--- config.mk ---
export PLATFORM = sky130hd
export DESIGN_NAME = geig_stack_uart_tx
export DESIGN_NICKNAME = d
export VERILOG_FILES = /design/src/rtl/geig_stack_uart_tx.sv
export SDC_FILE = /design/constraint.sdc
export NUM_CORES = 1
export LEC_CHECK = 0
export ABC_AREA = 0
export BUFFER_PORTS_ARGS = -buffer_cell sky130_fd_sc_hd__buf_4
export CAP_MARGIN = 25
export CORE_MARGIN = 5
export CORE_UTILIZATION = 37
export DETAILED_ROUTE_END_ITERATION = 7
export PLACE_DENSITY = 0.51
export SLEW_MARGIN = 10
export SYNTH_ARGS = -nofsm -noshare
export SYNTH_HDL_FRONTEND = slang
export SYNTH_SLANG_ARGS = --single-unit
--- constraint.sdc ---
create_clock -name CLK_100KHZ -period 4 [get_ports CLK_100KHZ]
set_clock_uncertainty 0.15 [all_clocks]
set_input_delay 0.2 -clock CLK_100KHZ [delete_from_list [all_inputs] [get_ports CLK_100KHZ]]
set_output_delay 0.2 -clock CLK_100KHZ [all_outputs]
set_load 0.02 [all_outputs]
--- src/rtl/geig_stack_uart_tx.sv ---
// Sends each new, stable, non-zero 48-bit Geiger stack as an 8-byte 8N1 UART frame:
// sync, id, ts[23:16], ts[15:8], ts[7:0], counts[15:8], counts[7:0], XOR checksum.
module geig_stack_uart_tx #(
  parameter int unsigned CLKS_PER_BIT = 10,
  parameter logic [7:0]  SYNC_BYTE    = 8'h24
) (
  input  logic        CLK_100KHZ,
  input  logic        RESET,
  input  logic [47:0] G_DATA_STACK,
  output logic        TX,
  output logic        BUSY,
  output logic        FRAME_DONE,
  output logic        OVERRUN
);

  localparam int unsigned CNT_W = (CLKS_PER_BIT > 1) ? $clog2(CLKS_PER_BIT) : 1;
  localparam logic [CNT_W-1:0] CNT_LAST = CNT_W'(CLKS_PER_BIT - 1);

  typedef enum logic [1:0] {IDLE, START, DATA, STOP} state_t;

  state_t            state_q, state_d;
  logic [47:0]       s1, s2, last_accepted, pend_buf, frame_buf;
  logic              pend;
  logic [CNT_W-1:0]  bit_cnt_q, bit_cnt_d;
  logic [2:0]        byte_idx_q, byte_idx_d;
  logic [2:0]        bit_idx_q, bit_idx_d;
  logic              accept, load, bit_end;
  logic              tx_d, busy_d, done_d;
  logic [7:0]        checksum, cur_byte;

  // Two-stage capture doubles as synchroniser and one-edge glitch filter
  assign accept = (s2 == s1) && (s1 != last_accepted) && (s1 != 48'h0);

  assign checksum = frame_buf[7:0] ^ frame_buf[31:24] ^ frame_buf[23:16] ^
                    frame_buf[15:8] ^ frame_buf[47:40] ^ frame_buf[39:32];

  // Byte currently on the line, selected by position in the frame
  always_comb begin
    cur_byte = SYNC_BYTE;
    case (byte_idx_q)
      3'd0:    cur_byte = SYNC_BYTE;
      3'd1:    cur_byte = frame_buf[7:0];
      3'd2:    cur_byte = frame_buf[31:24];
      3'd3:    cur_byte = frame_buf[23:16];
      3'd4:    cur_byte = frame_buf[15:8];
      3'd5:    cur_byte = frame_buf[47:40];
      3'd6:    cur_byte = frame_buf[39:32];
      default: cur_byte = checksum;
    endcase
  end

  // Capture, accept and pending-slot bookkeeping
  always_ff @(posedge CLK_100KHZ or negedge RESET) begin
    if (!RESET) begin
      s1            <= '0;
      s2            <= '0;
      last_accepted <= '0;
      pend_buf      <= '0;
      pend          <= 1'b0;
      frame_buf     <= '0;
      OVERRUN       <= 1'b0;
    end else begin
      s1      <= G_DATA_STACK;
      s2      <= s1;
      OVERRUN <= accept && pend && !load;
      if (accept) begin
        last_accepted <= s1;
        pend_buf      <= s1;
      end
      if (accept)    pend <= 1'b1;
      else if (load) pend <= 1'b0;
      if (load) frame_buf <= pend_buf;
    end
  end

  // FSM state and registered line outputs
  always_ff @(posedge CLK_100KHZ or negedge RESET) begin
    if (!RESET) begin
      state_q    <= IDLE;
      bit_cnt_q  <= '0;
      byte_idx_q <= '0;
      bit_idx_q  <= '0;
      TX         <= 1'b1;
      BUSY       <= 1'b0;
      FRAME_DONE <= 1'b0;
    end else begin
      state_q    <= state_d;
      bit_cnt_q  <= bit_cnt_d;
      byte_idx_q <= byte_idx_d;
      bit_idx_q  <= bit_idx_d;
      TX         <= tx_d;
      BUSY       <= busy_d;
      FRAME_DONE <= done_d;
    end
  end

  // Next state; TX is derived from the next state so the line tracks the FSM with no lag
  always_comb begin
    state_d    = state_q;
    bit_cnt_d  = bit_cnt_q;
    byte_idx_d = byte_idx_q;
    bit_idx_d  = bit_idx_q;
    load       = 1'b0;
    done_d     = 1'b0;
    tx_d       = 1'b1;
    bit_end    = (bit_cnt_q == CNT_LAST);

    case (state_q)
      IDLE: begin
        if (pend) begin
          load       = 1'b1;
          byte_idx_d = 3'd0;
          bit_cnt_d  = '0;
          state_d    = START;
        end
      end
      START: begin
        if (bit_end) begin
          bit_cnt_d = '0;
          bit_idx_d = 3'd0;
          state_d   = DATA;
        end else begin
          bit_cnt_d = CNT_W'(bit_cnt_q + 1'b1);
        end
      end
      DATA: begin
        if (bit_end) begin
          bit_cnt_d = '0;
          if (bit_idx_q == 3'd7) state_d = STOP;
          else                   bit_idx_d = 3'(bit_idx_q + 3'd1);
        end else begin
          bit_cnt_d = CNT_W'(bit_cnt_q + 1'b1);
        end
      end
      STOP: begin
        if (bit_end) begin
          bit_cnt_d = '0;
          if (byte_idx_q != 3'd7) begin
            byte_idx_d = 3'(byte_idx_q + 3'd1);
            state_d    = START;
          end else begin
            state_d = IDLE;
            done_d  = 1'b1;
          end
        end else begin
          bit_cnt_d = CNT_W'(bit_cnt_q + 1'b1);
        end
      end
      default: state_d = IDLE;
    endcase

    case (state_d)
      START:   tx_d = 1'b0;
      DATA:    tx_d = cur_byte[bit_idx_d];
      default: tx_d = 1'b1;
    endcase
    busy_d = (state_d != IDLE);
  end

endmodule
# After elaboration in Yosys (flattened, before gate mapping)
# Cells that the tools add are included.
[op_classes]
addsub = 3
n_mul = 0
div = 0
n_lt_le_gt_ge = 1
n_eq_ne = 19
n_shift = 0
n_mux = 29
n_bitwise = 5
n_reduce_logical = 13
[ops]
columns = ["operator", "n"]
rows = [
  ["$pmux 8 s7", 1],
  ["$eq 48x48->1", 1],
  ["$ne 48x48->1", 1],
  ["$reduce_bool 48->1", 1],
  ["$xor 8x8->8", 5],
  ["$mux 3", 6],
  ["$eq 3x3->1 const B", 4],
  ["$pmux 3 s2", 2],
  ["$mux 2", 5],
  ["$mux 1", 9],
  ["$mux 4", 2],
  ["$pmux 2 s4", 1],
  ["$pmux 4 s2", 1],
  ["$add 3x1->3 const B", 2],
  ["$eq 2x2->1 const B", 3],
  ["$eq 3x2->1 const B", 2],
  ["$ne 2x2->1 const B", 3],
  ["$reduce_bool 2->1", 3],
  ["$add 4x1->4 const B", 1],
  ["$eq 2x1->1 const B", 2],
  ["$eq 4x4->1 const B", 1],
  ["$logic_and 1x1->1", 4],
  ["$lt 3x4->1 const B", 1],
  ["$reduce_and 4->1", 1],
  ["other kinds (8)", 8],
]
[word_totals]
register_bits = 209
latchBits = 0
ram_bits = 0
romBits = 0
in_bits = 50
out_inout_bits = 4
memories = 0

# Logic depth before layout (Yosys ltp)
[depth]
depth_word = 9
mapped_depth = 10
mapped_depth_nobuf = 9

# Worst setup path after synthesis
# OpenSTA, ideal clock, no wires.
[synth_timing]
kind = "register to register"
from = "reg byte_idx_q[2]"
to = "reg TX"
setup_ns = 0.097
arrival_time_ns = 2.097
setup_slack_ns = 1.655
stages_incl_launch_ff = 10
path_cell_list = "dfrtp_1 buf_2 inv_1 ha_1 clkbuf_1 nor4_1 a211oi_1 a211oi_2 a2111oi_1 o41ai_2"
[synth_via]
elab_chain_cells = 6
elab_cells_between_ends = 17
[synth_lines]
columns = ["item", "line", "rtl"]
rows = [
  ["start, declared", "25", "logic [2:0] byte_idx_q, byte_idx_d;"],
  ["start signal, assigned", "89", "byte_idx_q <= byte_idx_d;"],
  ["branches (longest 5 deep; another with $pmux 8 s7)", "--", ""],
  ["$pmux 1 s2 *", "152", "case (state_d)"],
  ["net tx_d", "28", "logic tx_d, busy_d, done_d;"],
  ["end signal, assigned", "91", "TX <= tx_d;"],
  ["end, declared", "10", "output logic TX,"],
]
# Mark *: on every way through the listed nets, which the timed path passes. The select of a mux whose other input is x is not followed.
# A chain may end at the register's enable or synchronous reset.

# Worst setup path after layout
[layout_timing]
from = "reg s1[44]"
to = "reg pend_buf[39]"
[layout_via]
elab_chain_cells = 3
elab_cells_between_ends = 5
[layout_lines]
columns = ["item", "line", "rtl"]
rows = [
  ["start, declared", "22", "logic [47:0] s1, s2, last_accepted, pend_buf, frame_buf;"],
  ["start signal, assigned", "55", "s1 <= '0;"],
  ["start signal, assigned", "63", "s1 <= G_DATA_STACK;"],
  ["$eq 48x48->1 or $ne 48x48->1 (tied branches)", "32", "assign accept = (s2 == s1) && (s1 != last_accepted) && (s1 != 48'h0);"],
  ["$logic_and 1x1->1", "32", ""],
  ["$logic_and 1x1->1 *", "32", ""],
  ["end signal, assigned", "58", "pend_buf <= '0;"],
  ["end signal, assigned", "68", "pend_buf <= s1;"],
  ["end, declared", "22", ""],
]
# Mark *: on every way between the ends. The rest lies on a longest branch, timed or not.

==> flow_metrics.py <==
metrics = {
    "status": {
        "outcome": "complete, no violations",
    },
    "floorplan": {
        "core_um2": 24180,
        "fp.dieW_um": 166.0,
        "die_h_um": 166.0,
        "rows": 57,
        "start_util": 0.3726,
        "die_area_um2": 27570,
        "io_pins": 54,
    },
    "global_route": {
        "grt-ovfl-total": 0,
        "first_global_vias": 5817,
        "top_usage_layer": "met2",
        "grt_util_met2": 0.2598,
        "grt_pass1_wl_um": 34810,
        "grt_max_degree": 108,
        "antenna_found_initial": 0,
        "grt_use_met3": 0.02595,
        "grtUsageMet1": 0.2215,
        "grt_usage": 0.1604,
    },
    "clock_tree": {
        "clk_latency_ns": 0.53,
        "root_buffer": "clkbuf_16",
        "cts_buffers": 24,
        "cts_max_path_buffers": 3,
        "htreeDepth": 1,
        "clk_pin_slew_worst_paths_ns": 0.06,
        "cts-resized-gates": 0,
        "cts_tree": "done",
        "cts.sinks": 209,
    },
    "layout": {
        "nets": 820,
        "areaGrowthSynthToFinish_pct": 22.83,
        "drive_gt1_frac": 0.2802,
        "multi_input_comb_area_um2": 3640,
        "final_core_util": 0.4577,
        "stdcell_area_um2": 11070,
        "diodes": 0,
        "fillers": 2160,
        "layout_commonest_cell": "dfrtp_1",
        "most-common-layout-cells": "dfrtp_1 (208), mux2_2 (98), xnor2_1 (81)",
        "regArea_um2": 5231,
    },
    "synthesis": {
        "syn-num-nets": 705,
        "synth_flop_cell": "dfrtp_1",
        "synthArstFlopShare": 1.000,
        "synth_seq_area_share": 0.5807,
        "synth_edf_count": 0,
        "syn-cell-area_um2": 9009,
        "syn_inst": 642,
        "netlist-cell-type-count": 55,
        "synth-seq-cells": 209,
        "yosys_warnings": 0,
        "synth.avg_cell_area_um2": 14.03,
    },
    "timing": {
        "final_max_slew_viol_count": 0,
        "setup_tns_ns": 0,
        "fin_crit_ns": 2.952,
        "worst_slew_pin_slew_ns": 0.7098,
        "finalHoldViolCount": 0,
        "max_freq_mhz": 338.8,
        "max-slew-margin-rel": 0.5224,
        "fin_crit_sh": 0.7380,
        "rsz0062_at_grt": "no",
        "setup_violations": 0,
        "setup_ws_ns": 1.048,
    },
    "critical_path": {
        "regToRegEndpoint": "pend_buf[39]",
        "endpoint": "pend_buf[39]",
        "cp-start-kind": "register",
        "endpoint_kind": "register",
        "r2r_start": "s1[44]",
        "r2r_slack_ns": 1.05,
        "critPathRequiredTime_ns": 4.25,
        "crit_start": "s1[44]",
        "critPathArrivalTime_ns": 3.20,
        "worst-path-max-fanout": 13,
        "ff2ff_path_depth": 7,
        "worstSetupPathType": "register to register",
    },
    "placed_design": {
        "place.gp.congestion": 0.8604,
        "dpl.hpwl_um": 16040,
        "place.port_buffers": 53,
        "place_ws_ns": 1.008,
        "place_area_um2": 9804,
    },
    "drt": {
        "drc": 0,
        "vias": 5497,
        "drtAntennaViolNets": 0,
        "routed_via_density": 5.020,
        "totalWireLength_um": 22040,
        "drtIter0Drc": 328,
        "drt-wirelength-per-cell_um": 20.13,
        "first_pass_iters": 4,
    },
    "power": {
        "power.leakage_nw": 5.026,
        "peakVddDrop_mv": 0.3960,
        "power_density_nw_per_um2": 409.0,
    },
    "flow_run": {
        "drv_cap": 0,
    },
    "worst_hold_path": {
        "min_path_type": "primary input to async pin",
    },
}
[cell usage after synthesis, drive strengths merged, types with 2 or more instances]
library cell / instances / share of area
xnor3: 2 / 0.0050
a221o: 3 / 0.0033
a21oi: 9 / 0.0063
a32o: 5 / 0.0056
nand3: 7 / 0.0039
o32ai: 2 / 0.0019
a211oi: 6 / 0.0061
nand2: 12 / 0.0058
nand2b: 3 / 0.0021
o31ai: 4 / 0.0033
mux2: 107 / 0.14
nand4: 18 / 0.013
nand3b: 2 / 0.0017
xnor2: 81 / 0.079
ha: 13 / 0.018
a222oi: 2 / 0.0022
o21ai: 7 / 0.0039
dfrtp: 208 / 0.58
clkbuf: 8 / 0.0033
nor3: 2 / 0.0011
xor2: 52 / 0.051
inv: 11 / 0.0046
a221oi: 7 / 0.0088
a22oi: 2 / 0.0017
mux2i: 2 / 0.0022
nor4: 30 / 0.021
nor2: 8 / 0.0033
buf: 11 / 0.0082
[report_power, final]
| part | internal [mW] | switching (mW) | leakage (nW) |
|---|---|---|---|
| registers | 2.16 | 0.0637 | 2.69 |
| clock network | 1.26 | 0.849 | 0.384 |
| logic | 0.104 | 0.0887 | 1.95 |
| total | 3.52 | 1.00 | 5.03 |
[logic make-up after synthesis]
logic type	Yosys count	synth area share
buffers and inverters	30	0.01611
muxes	109	0.1397
adders and majority gates	13	0.01806
xor gates and xnor gates	135	0.1343
and+or+nand+nor	89	0.05778
DFF	209	0.5807
AOI/OAI and AO/OA	57	0.05334
[state kept, by name, summed over array words and instances (netlist names), 2 cells and up]
| register | cells |
|---|---|
| frame_buf | 48 |
| pend_buf | 48 |
| bit_cnt_q | 4 |
| s2 | 48 |
| s1 | 48 |
| state_q | 2 |
| bit_idx_q | 3 |
| byte_idx_q | 3 |
[worst min-delay path by stage]
| stage | end | startpoint | slack, ns | depth (start not counted) |
|---|---|---|---|---|
| floorplan | BUSY | RESET | -0.25 | 0 |
| global placement | bit_cnt_q[2] | RESET | 0.10 | 1 |
| detailed placement | OVERRUN | RESET | 0.10 | 1 |
| CTS | pend_buf[14] | RESET | 0.10 | 2 |
| global route | s1[27] | G_DATA_STACK[27] | 0.15 | 2 |
| finish | bit_cnt_q[3] | RESET | 0.09 | 2 |
[metrics by stage]
stage,power (mW),std cells,hold WS [ns]
detailed placement,2.427,1006,0.1047
global placement,2.423,1005,0.1016
finish,4.526,1095,0.08687
CTS,4.599,1095,0.1034
floorplan,2.300,642,-0.2456
global route,4.695,1095,0.1469
[critical path, cell delays in order (launching register included)]
cell and delay [ns]:
dfrtp_1 0.43, xor2_1 0.22, nor4_1 0.57, nand4_1 0.15, nor2_1 0.26, nand3_2 0.38, buf_4 0.35, mux2_4 0.31
[layout make-up]
| class | count | area share |
|---|---|---|
| clock buffer | 32 | 0.06151 |
| clock inverter | 8 | 0.008141 |
| inverter | 11 | 0.003731 |
| multi-input combinational | 403 | 0.3289 |
| sequential | 209 | 0.4728 |
| tap | 324 | 0.03664 |
| timing repair buffer | 108 | 0.08831 |
[metal layers]
metal	part of all wire	wire, um
met1	0.45	9900
met2	0.48	10570
met3	0.036	796
met4	0.035	774
met5	0	0
[what timing repair did]
| item | 4_1_cts | 5_1_grt |
|---|---|---|
| hold endpoints to repair | 115 | 0 |
| hold buffers | 49 | 0 |
| buffers inserted | 0 | 0 |
(Power assumes the default switching activity.)
